--- src/rtl/vga_sprite_pkg.sv ---
// Shared types for the sprite scheduler: RGB332 field widths, default colour key,
// per-slot sprite descriptor and config FSM state encoding.
// No logic, no latency, no backpressure.
package vga_sprite_pkg;

  localparam int R_W     = 3;
  localparam int G_W     = 3;
  localparam int B_W     = 2;
  localparam int PIX_W   = R_W + G_W + B_W;
  localparam int COORD_W = 11;
  localparam int SIZE_W  = 10;
  // Descriptors carry a base wide enough for any ROM up to 16M entries; the top
  // truncates the final address to its own ROM_AW.
  localparam int BASE_W  = 24;

  localparam logic [PIX_W-1:0] TRANS_KEY_DEF = 8'hE3;

  typedef struct packed {
    logic               en;
    logic [COORD_W-1:0] x0;
    logic [COORD_W-1:0] y0;
    logic [SIZE_W-1:0]  w;
    logic [SIZE_W-1:0]  h;
    logic [BASE_W-1:0]  base;
  } spr_desc_t;

  typedef enum logic [1:0] {
    CFG_IDLE    = 2'd0,
    CFG_PENDING = 2'd1,
    CFG_COMMIT  = 2'd2
  } cfg_state_t;

endpackage

--- src/rtl/sprite_hit.sv ---
// Coverage test for one sprite slot: hit flag plus pixel offset inside the sprite.
// Purely combinational, zero latency, no backpressure.
// Ports: en/x0/y0/w/h = slot descriptor fields, hc/vc = pixel, hit/dx/dy = result.
module sprite_hit
  import vga_sprite_pkg::*;
(
  input  logic               en,
  input  logic [COORD_W-1:0] x0,
  input  logic [COORD_W-1:0] y0,
  input  logic [SIZE_W-1:0]  w,
  input  logic [SIZE_W-1:0]  h,
  input  logic [COORD_W-1:0] hc,
  input  logic [COORD_W-1:0] vc,
  output logic               hit,
  output logic [COORD_W-1:0] dx,
  output logic [COORD_W-1:0] dy
);

  // One extra bit so a sprite hanging off the right/bottom edge does not wrap to 0.
  logic [COORD_W:0] x_end;
  logic [COORD_W:0] y_end;

  assign x_end = {1'b0, x0} + {2'b00, w};
  assign y_end = {1'b0, y0} + {2'b00, h};

  assign hit = en && (hc >= x0) && ({1'b0, hc} < x_end)
                  && (vc >= y0) && ({1'b0, vc} < y_end);
  assign dx  = hc - x0;
  assign dy  = vc - y0;

endmodule

--- src/rtl/vga_sprite_sched.sv ---
// Per-pixel sprite scheduler: fixed-priority hit resolve, one shared ROM read, colour-key
// transparency and blanking to RGB332. Latency 3 clocks from hc/vc to R/G/B and hit_id.
// Backpressure: cfg_ready drops for the single commit clock; writes then are dropped.
// Ports: hc/vc/blank/frame_tick from the VGA timing; cfg_* shadow write port with
// cfg_ready/cfg_pending status; rom_addr/mem_value synchronous ROM; bg_color fill;
// R/G/B registered colour; hit_id winning slot (NSPR = none).
module vga_sprite_sched
  import vga_sprite_pkg::*;
#(
  parameter int               NSPR      = 4,
  parameter int               ROM_AW    = 15,
  parameter logic [PIX_W-1:0] TRANS_KEY = TRANS_KEY_DEF
) (
  input  logic                    clk,
  input  logic                    rst_n,
  input  logic [COORD_W-1:0]      hc,
  input  logic [COORD_W-1:0]      vc,
  input  logic                    blank,
  input  logic                    frame_tick,
  input  logic                    cfg_we,
  input  logic [$clog2(NSPR)-1:0] cfg_idx,
  input  logic                    cfg_en,
  input  logic [COORD_W-1:0]      cfg_x0,
  input  logic [COORD_W-1:0]      cfg_y0,
  input  logic [SIZE_W-1:0]       cfg_w,
  input  logic [SIZE_W-1:0]       cfg_h,
  input  logic [ROM_AW-1:0]       cfg_base,
  output logic                    cfg_ready,
  output logic                    cfg_pending,
  output logic [ROM_AW-1:0]       rom_addr,
  input  logic [PIX_W-1:0]        mem_value,
  input  logic [PIX_W-1:0]        bg_color,
  output logic [R_W-1:0]          R,
  output logic [G_W-1:0]          G,
  output logic [B_W-1:0]          B,
  output logic [$clog2(NSPR):0]   hit_id
);

  localparam int             IW     = $clog2(NSPR);
  localparam int             IDW    = IW + 1;
  localparam logic [IW:0]    NO_HIT = IDW'(NSPR);

  // ---------------- configuration: shadow slots, atomic per-frame commit ----------------
  cfg_state_t state;
  spr_desc_t  shadow [NSPR];
  spr_desc_t  active [NSPR];
  spr_desc_t  cfg_desc;

  assign cfg_desc = '{en: cfg_en, x0: cfg_x0, y0: cfg_y0, w: cfg_w, h: cfg_h,
                      base: BASE_W'(cfg_base)};

  always_ff @(posedge clk or negedge rst_n) begin
    if (!rst_n) begin
      state       <= CFG_IDLE;
      cfg_ready   <= 1'b1;
      cfg_pending <= 1'b0;
      for (int i = 0; i < NSPR; i++) begin
        shadow[i] <= '0;
        active[i] <= '0;
      end
    end else begin
      case (state)
        CFG_IDLE: begin
          if (cfg_we) begin
            shadow[cfg_idx] <= cfg_desc;
            state           <= CFG_PENDING;
            cfg_pending     <= 1'b1;
          end
        end
        CFG_PENDING: begin
          // A write landing with frame_tick is already in shadow when COMMIT copies it.
          if (cfg_we) shadow[cfg_idx] <= cfg_desc;
          if (frame_tick) begin
            state       <= CFG_COMMIT;
            cfg_ready   <= 1'b0;
            cfg_pending <= 1'b0;
          end
        end
        CFG_COMMIT: begin
          for (int i = 0; i < NSPR; i++) active[i] <= shadow[i];
          state     <= CFG_IDLE;
          cfg_ready <= 1'b1;
        end
        default: begin
          state       <= CFG_IDLE;
          cfg_ready   <= 1'b1;
          cfg_pending <= 1'b0;
        end
      endcase
    end
  end

  // ---------------- S1: per-slot hit test and priority resolve ----------------
  logic [NSPR-1:0]    hit_v;
  logic [COORD_W-1:0] dx_v [NSPR];
  logic [COORD_W-1:0] dy_v [NSPR];

  for (genvar g = 0; g < NSPR; g++) begin : g_hit
    sprite_hit u_hit (
      .en  (active[g].en),
      .x0  (active[g].x0),
      .y0  (active[g].y0),
      .w   (active[g].w),
      .h   (active[g].h),
      .hc  (hc),
      .vc  (vc),
      .hit (hit_v[g]),
      .dx  (dx_v[g]),
      .dy  (dy_v[g])
    );
  end

  logic [IW:0]       win_id;
  logic [ROM_AW-1:0] win_addr;

  // Scan from lowest priority upward so the lowest hit index wins last.
  always_comb begin
    win_id   = NO_HIT;
    win_addr = rom_addr;
    for (int i = NSPR - 1; i >= 0; i--) begin
      if (hit_v[i]) begin
        win_id   = IDW'(i);
        win_addr = ROM_AW'(32'(active[i].base) + 32'(dy_v[i]) * 32'(active[i].w)
                           + 32'(dx_v[i]));
      end
    end
  end

  // ---------------- S1/S2/S3 pipeline registers ----------------
  logic [IW:0]      id1, id2;
  logic             blank1, blank2;
  logic [PIX_W-1:0] pix_next;

  // Transparent pixels show background; a lower-priority sprite is never re-read.
  always_comb begin
    pix_next = '0;
    if (!blank2) begin
      if (id2 == NO_HIT || mem_value == TRANS_KEY) pix_next = bg_color;
      else                                         pix_next = mem_value;
    end
  end

  // Stage blanks reset to 1 so nothing but 0 reaches RGB until a real pixel arrives.
  always_ff @(posedge clk or negedge rst_n) begin
    if (!rst_n) begin
      rom_addr  <= '0;
      id1       <= NO_HIT;
      id2       <= NO_HIT;
      blank1    <= 1'b1;
      blank2    <= 1'b1;
      {R, G, B} <= '0;
      hit_id    <= NO_HIT;
    end else begin
      rom_addr  <= win_addr;
      id1       <= win_id;
      blank1    <= blank;
      id2       <= id1;
      blank2    <= blank1;
      {R, G, B} <= pix_next;
      hit_id    <= id2;
    end
  end

endmodule
--- config.mk ---
export PLATFORM = sky130hd
export DESIGN_NAME = vga_sprite_sched
export DESIGN_NICKNAME = d
export VERILOG_FILES = /design/src/rtl/vga_sprite_pkg.sv /design/src/rtl/sprite_hit.sv /design/src/rtl/vga_sprite_sched.sv
export SDC_FILE = /design/constraint.sdc
export NUM_CORES = 2
export LEC_CHECK = 0
export ABC_AREA = 1
export BUFFER_PORTS_ARGS = -buffer_cell sky130_fd_sc_hd__buf_2
export CORE_MARGIN = 3
export CORE_UTILIZATION = 50
export CTS_CLUSTER_DIAMETER = 100
export DETAILED_ROUTE_END_ITERATION = 10
export GPL_ROUTABILITY_DRIVEN = 0
export PLACE_DENSITY = 0.69
export SLEW_MARGIN = 0
export SYNTH_ARGS = -nofsm -noshare
export SYNTH_HDL_FRONTEND = slang
export SYNTH_SLANG_ARGS = --single-unit
export TNS_END_PERCENT = 100
--- constraint.sdc ---
create_clock -name clk -period 5.9 [get_ports clk]
set_input_delay 0.295 -clock clk [delete_from_list [all_inputs] [get_ports clk]]
set_output_delay 0.295 -clock clk [all_outputs]
set_load 0.03 [all_outputs]
# == Word-level counts from Yosys, hierarchy flattened ==
# Cells that the tools add are included.
# word_totals
regBits,538
inputBits,103
out_inout_bits,28
# op_classes
add_sub_neg,24
n_mul,4
magnitude_cmp,18
eq_ne,6
muxes,20
n_bitwise,3
n_reduce_logical,25
# op_table
cell,count
268-bit bitwise mux,1
67-bit demux with 2-bit select,1
11-bit by 10-bit adder with 12-bit output,8
11-bit by 12-bit < comparator with 1-bit output,8
11-bit >= comparator,8
11-bit subtractor,8
67-bit two-way mux,1
15-bit by 11-bit adder with 15-bit output,4
15-bit adder,4
11-bit by 10-bit multiplier with 15-bit output,4
15-bit two-way mux,4
1-bit logical AND,17
8-bit two-way mux,2
3-bit two-way mux,4
8-bit equality test (second input constant),1
2-bit AND reduction,3
2-bit two-way mux,2
2-bit != test (second input constant),2
2-bit case mux with 2 select lines,1
4-bit nonzero test,1
3-bit equality test (second input constant),1
3-bit >= comparator (second input constant),1
3-bit by 1-bit < comparator with 1-bit output (second input constant),1
2-bit NOT with 3-bit output,1
other kinds (10),12

# == Depth between registers and ports, before layout ==
# depth
depth_word,9
depth_mapped,38
mapped_depth_nobuf,38

# == Modules after synthesis ==
# Synthesis repeated with hierarchy kept, for this count alone.
# unflattened
hier_cells,5028
area_unflattened_um2,42963.7
# by_module_without_submodules
mod,instances,cells_per_inst,area_each_um2
vga_sprite_sched,1,3512,33179.3
sprite_hit,4,379,2446.1

# == Worst setup path after synthesis ==
# OpenSTA, ideal clock, no wires.
# synth_path
path_type,input to register
startpoint,input vc[0]
endpoint,register rom_addr[14]
setup_time_ps,65
t_arrival_ps,6134
setup_slack_ps,-299
path_stages,33
cell_sequence,inv_1 -> ha_1 -> inv_1 -> fa_1 -> nand3_1 -> nand2_1 -> xor2_1 -> nand2_1 -> fa_1 -> fa_1 -> inv_1 -> fa_1 -> fa_1 -> inv_1 -> fa_1 -> inv_1 -> ha_1 -> a21oi_1 -> o21ai_0 -> a21oi_1 -> o21ai_0 -> nand2_1 -> nand2_1 -> a21oi_1 -> inv_1 -> nand2_1 -> nand2_1 -> nand3b_1 -> nand3_1 -> nand2_1 -> inv_1 -> nand2_1 -> nand2_1
# synth_via
elab_chain_cells,8
word_cells_on_any_way,37
cone_classes,add/sub (12); mul (4); order compare (8); mux (4); reduce/logical (9)
# synth_rtl
item,line,rtl
start: declaration,vga_sprite_sched.sv:17,"input logic [COORD_W-1:0] vc,"
11-bit subtractor,sprite_hit.sv:29,assign dy = vc - y0;
11-bit by 10-bit multiplier with 15-bit output,vga_sprite_sched.sv:123,win_addr = ROM_AW'(32'(active[i].base) + 32'(dy_v[i]) * 32'(active[i].w)
15-bit adder,vga_sprite_sched.sv:123,
15-bit by 11-bit adder with 15-bit output,vga_sprite_sched.sv:124,+ 32'(dx_v[i]));
15-bit two-way mux (4 in series),vga_sprite_sched.sv:121,if (hit_v[i]) begin
end signal: assignment,vga_sprite_sched.sv:154,rom_addr <= win_addr;
end: declaration,vga_sprite_sched.sv:30,"output logic [ROM_AW-1:0] rom_addr,"
# Several ways; a longest one is shown, not always the timed one. The select of a mux whose other input is x is not followed.
# A chain may end at the register's enable or synchronous reset.

# == Worst setup path after layout ==
# layout_path
startpoint,register active[178] in the netlist's numbering
endpoint,register rom_addr[14]
# layout_via
elab_chain_cells,6
word_cells_on_any_way,12
cone_classes,add/sub (4); mul (1); order compare (2); mux (2); reduce/logical (3)
# layout_rtl
item,line,rtl
start: declaration,vga_sprite_sched.sv:46,spr_desc_t active [NSPR];
start signal: indexed assignment,vga_sprite_sched.sv:59,active[i] <= '0;
11-bit subtractor,sprite_hit.sv:29,
11-bit by 10-bit multiplier with 15-bit output,vga_sprite_sched.sv:123,
15-bit adder,vga_sprite_sched.sv:123,
15-bit by 11-bit adder with 15-bit output,vga_sprite_sched.sv:124,
15-bit two-way mux (2 in series),vga_sprite_sched.sv:121,
# Several ways; a longest one is shown, not always the timed one.

==> results.cfg <==
[outcome]
run_status = finished, violations left
failed_checks = negative setup slack

[sta]
setup_slack_ns = -0.2277
timing.final.hold_violations = 0
worst-slew-pin-transition_ns = 1.154
max_clock_freq_ghz = 0.1632
fin_setup_tns_ns = -0.7269
fin_worst_skew_ns = 0.02803
finalSetupViolCount = 6
slew_headroom = 0.2306
grt_setup_unrepaired = yes
timing.hold.ws_ns = 0.02596
min_period_over_period = 1.039
final-max-slew-violation-count = 0
final_period_minus_worst_setup_slack_ns = 6.128

[grt]
global_route.overflow_total = 0
antenna_found_initial = 1
first_global_vias = 34540
grt.total_usage = 0.2919
first_pass_grt_wire_length_um = 194600
largest_net_degree_at_the_start_of_global_routing = 172

[route]
first_iter_violations = 2972
totalWireLength_um = 125800
drc = 0
detail_route.vias_per_cell = 5.326
routed-via-count = 35400
wl_per_cell_um = 18.94
firstDrtPassIters = 7
antenna_violating_nets_post_route = 0

[place]
dp.cells = 6490
place.detailed.hpwl_um = 99010
io_buffer_count = 130

[clock_network]
cts-root-buf = sky130_fd_sc_hd__clkbuf_16
clk_pin_slew_worst_paths_ns = 0.06
h-tree-depth = 2
clk_path_buf_depth = 3
tritoncts = yes
clock_latency_ns = 0.66
cts_inserted_buffers = 59
clock-sinks = 502

[floorplanning]
floorplan.die.height_um = 294.5
effective_utilization_at_floorplan = 0.5060
placementRows = 105
fp.coreArea_mm2 = 0.08224
die_width_um = 294.5
ios = 131
die_area_mm2 = 0.08672

[worst_setup_path]
critPathLaunchType = flop
critPathArrivalTime_ns = 6.65
cpMaxStageDelayCell = sky130_fd_sc_hd__fa_1
critical_path.max_fanout = 3
critical-path-top-cell-by-count = sky130_fd_sc_hd__nand2_1
ff2ff_path_depth = 36
setup.worst_path.end = rom_addr[14]
cp_data_required_time_ns = 6.42
path_buf_inv = 6
rr_startpoint = active[178]
critPathLaunch = active[178]
timing.critical_path.depth = 36
path_class = reg -> reg
reg2reg_setup_slack_ns = -0.23
worst_path_largest_cell_delay_ns = 0.55
critPathCaptureType = flop
path_delay_family = adder cells
worst_flop_to_flop_path_endpoint = rom_addr[14]

[synth]
synthesized_area_per_cell_um2 = 8.434
postSynthCellCount = 4934
yosysTopAreaCell = sky130_fd_sc_hd__dfrtp_1
synth_sequential_area_ratio = 0.3021
synth_fp_nets = 5761
yosys-top-cells-count = sky130_fd_sc_hd__nand2_1 (994), sky130_fd_sc_hd__inv_1 (894), sky130_fd_sc_hd__dfrtp_1 (496)
async_flop_share = 1.000
synthFlopType = sky130_fd_sc_hd__dfrtp_1
post_synth_main_area_contributors = sky130_fd_sc_hd__dfrtp_1 (30%), sky130_fd_sc_hd__fa_1 (17%), sky130_fd_sc_hd__ha_1 (11%)
synth.top_cell.area_share = 0.2983
number_of_unique_standard_cell_types_used_by_synthesis = 64
synthMostInstantiatedCell = sky130_fd_sc_hd__nand2_1
ys_seq_elements = 502
yosysWarnings = 0
number_of_enable_type_register_cells_in_the_synthesized_netlist = 0
synth_area_mm2 = 0.04161

[cells_and_area]
syn_to_final_growth_pct = 20.27
finalNonFillerCells = 6646
filler_cell_count = 7020
drive_gt1_frac = 0.1905
final_nets = 6358
footprint_of_the_multi_input_gates_mm2 = 0.02594
seqCellArea_mm2 = 0.01257

[job]
max-cap-violations = 0

[hold_path]
min_path_type = in -> reg
-- logic make-up (layout without fill, tap and decap cells) --
logic type                 count (synthesis)  after routing  synth area share
AOI/OAI and AO/OA                        772            772            0.1002
xor gates and xnor gates                 162            162           0.03428
muxes                                     99             99           0.02679
other                                      0              1                 0
buffers and inverters                   1030           1671           0.09414
adders and majority gates                724            724            0.2797
and+or+nand+nor                         1645           1645            0.1628
DFF                                      502            502            0.3021
-- worst min path at each step --
| stage | from | to | cells past startpoint |
|---|---|---|---|
| 6_report | cfg_h[2] | shadow[26] | 3 |
| 5_1_grt | cfg_h[2] | shadow[93] | 3 |
| 4_1_cts | cfg_y0[0] | shadow[178] | 3 |
| 3_5_place_dp | id1[0] | id2[0] | 0 |
| 3_3_place_gp | id1[1] | id2[1] | 0 |
| 2_1_floorplan | rst_n | B[0] | 0 |
-- worst min-delay path: stages --
cell	delay (ns)
sky130_fd_sc_hd__buf_2	0.07
sky130_fd_sc_hd__inv_1	0.09
sky130_fd_sc_hd__o21ai_0	0.17
-- layer usage --
| metal | global-route usage | share of wire | vias up |
|---|---|---|---|
| met5 | 0 | 0 | - |
| met4 | 0.1168 | 0.047 | 0 |
| met3 | 0.04913 | 0.079 | 256 |
| met2 | 0.4589 | 0.45 | 1254 |
| met1 | 0.4043 | 0.43 | 17160 |
| li1 | - | - | 16730 |
-- state kept, by name (all words and copies together) (netlist names), 2 cells and up --
name      count
id2           3
id1           3
R             3
state         2
B             2
hit_id        3
active      232
rom_addr     15
G             3
shadow      232
-- placed cells by master, fill, tap and decap left out, drive strengths merged, types with 6 or more instances in the layout --
master / n
buf: 640
clkbuf: 81
o21ai: 305
fa: 344
nor3: 33
xnor2: 57
nand4: 31
nor2: 408
nand2: 999
a31oi: 12
dfrtp: 496
o21a: 6
nand3: 139
xor2: 105
mux2: 99
and2: 6
ha: 380
a211oi: 9
or2: 9
a21o: 16
o21bai: 24
a21oi: 365
dfstp: 6
nand3b: 14
o211ai: 13
inv: 902
dlygate4sd3: 23
clkinv: 16
-- final cells by class --
class                      count  share of cell area
antenna                        1          0.00005000
clock buffer                  81             0.03317
clock inverter                24            0.006300
inverter                     903             0.06785
multi-input combinational   3402              0.5183
sequential                   502              0.2512
tap                         1070             0.02675
timing repair buffer         663             0.09645
-- timing repair --
action | CTS | global route
pin swaps | 46 | 45
endpoints found under the hold margin | 114 | 0
setup buffers | 13 | 14
resized for setup | 100 | 80
hold buffers | 23 | 0
setup endpoints to repair | 7 | 9
gates cloned | 0 | 0
-- per-stage QoR --
stage | utilization | instance area (µm²) | setup slack (ns)
floorplan | - | 41660 | 0.02111
global placement | 0.5705 | 46920 | -0.6706
detailed placement | 0.5705 | 46920 | -0.7826
CTS | 0.6032 | 49610 | -0.1943
global route | 0.6085 | 50050 | -0.5316
finish | 0.6086 | 50050 | -0.2277
Power is left out: the tool's default activity adds up to more than one toggle a clock period on the data nets, which glitch-free logic cannot reach.
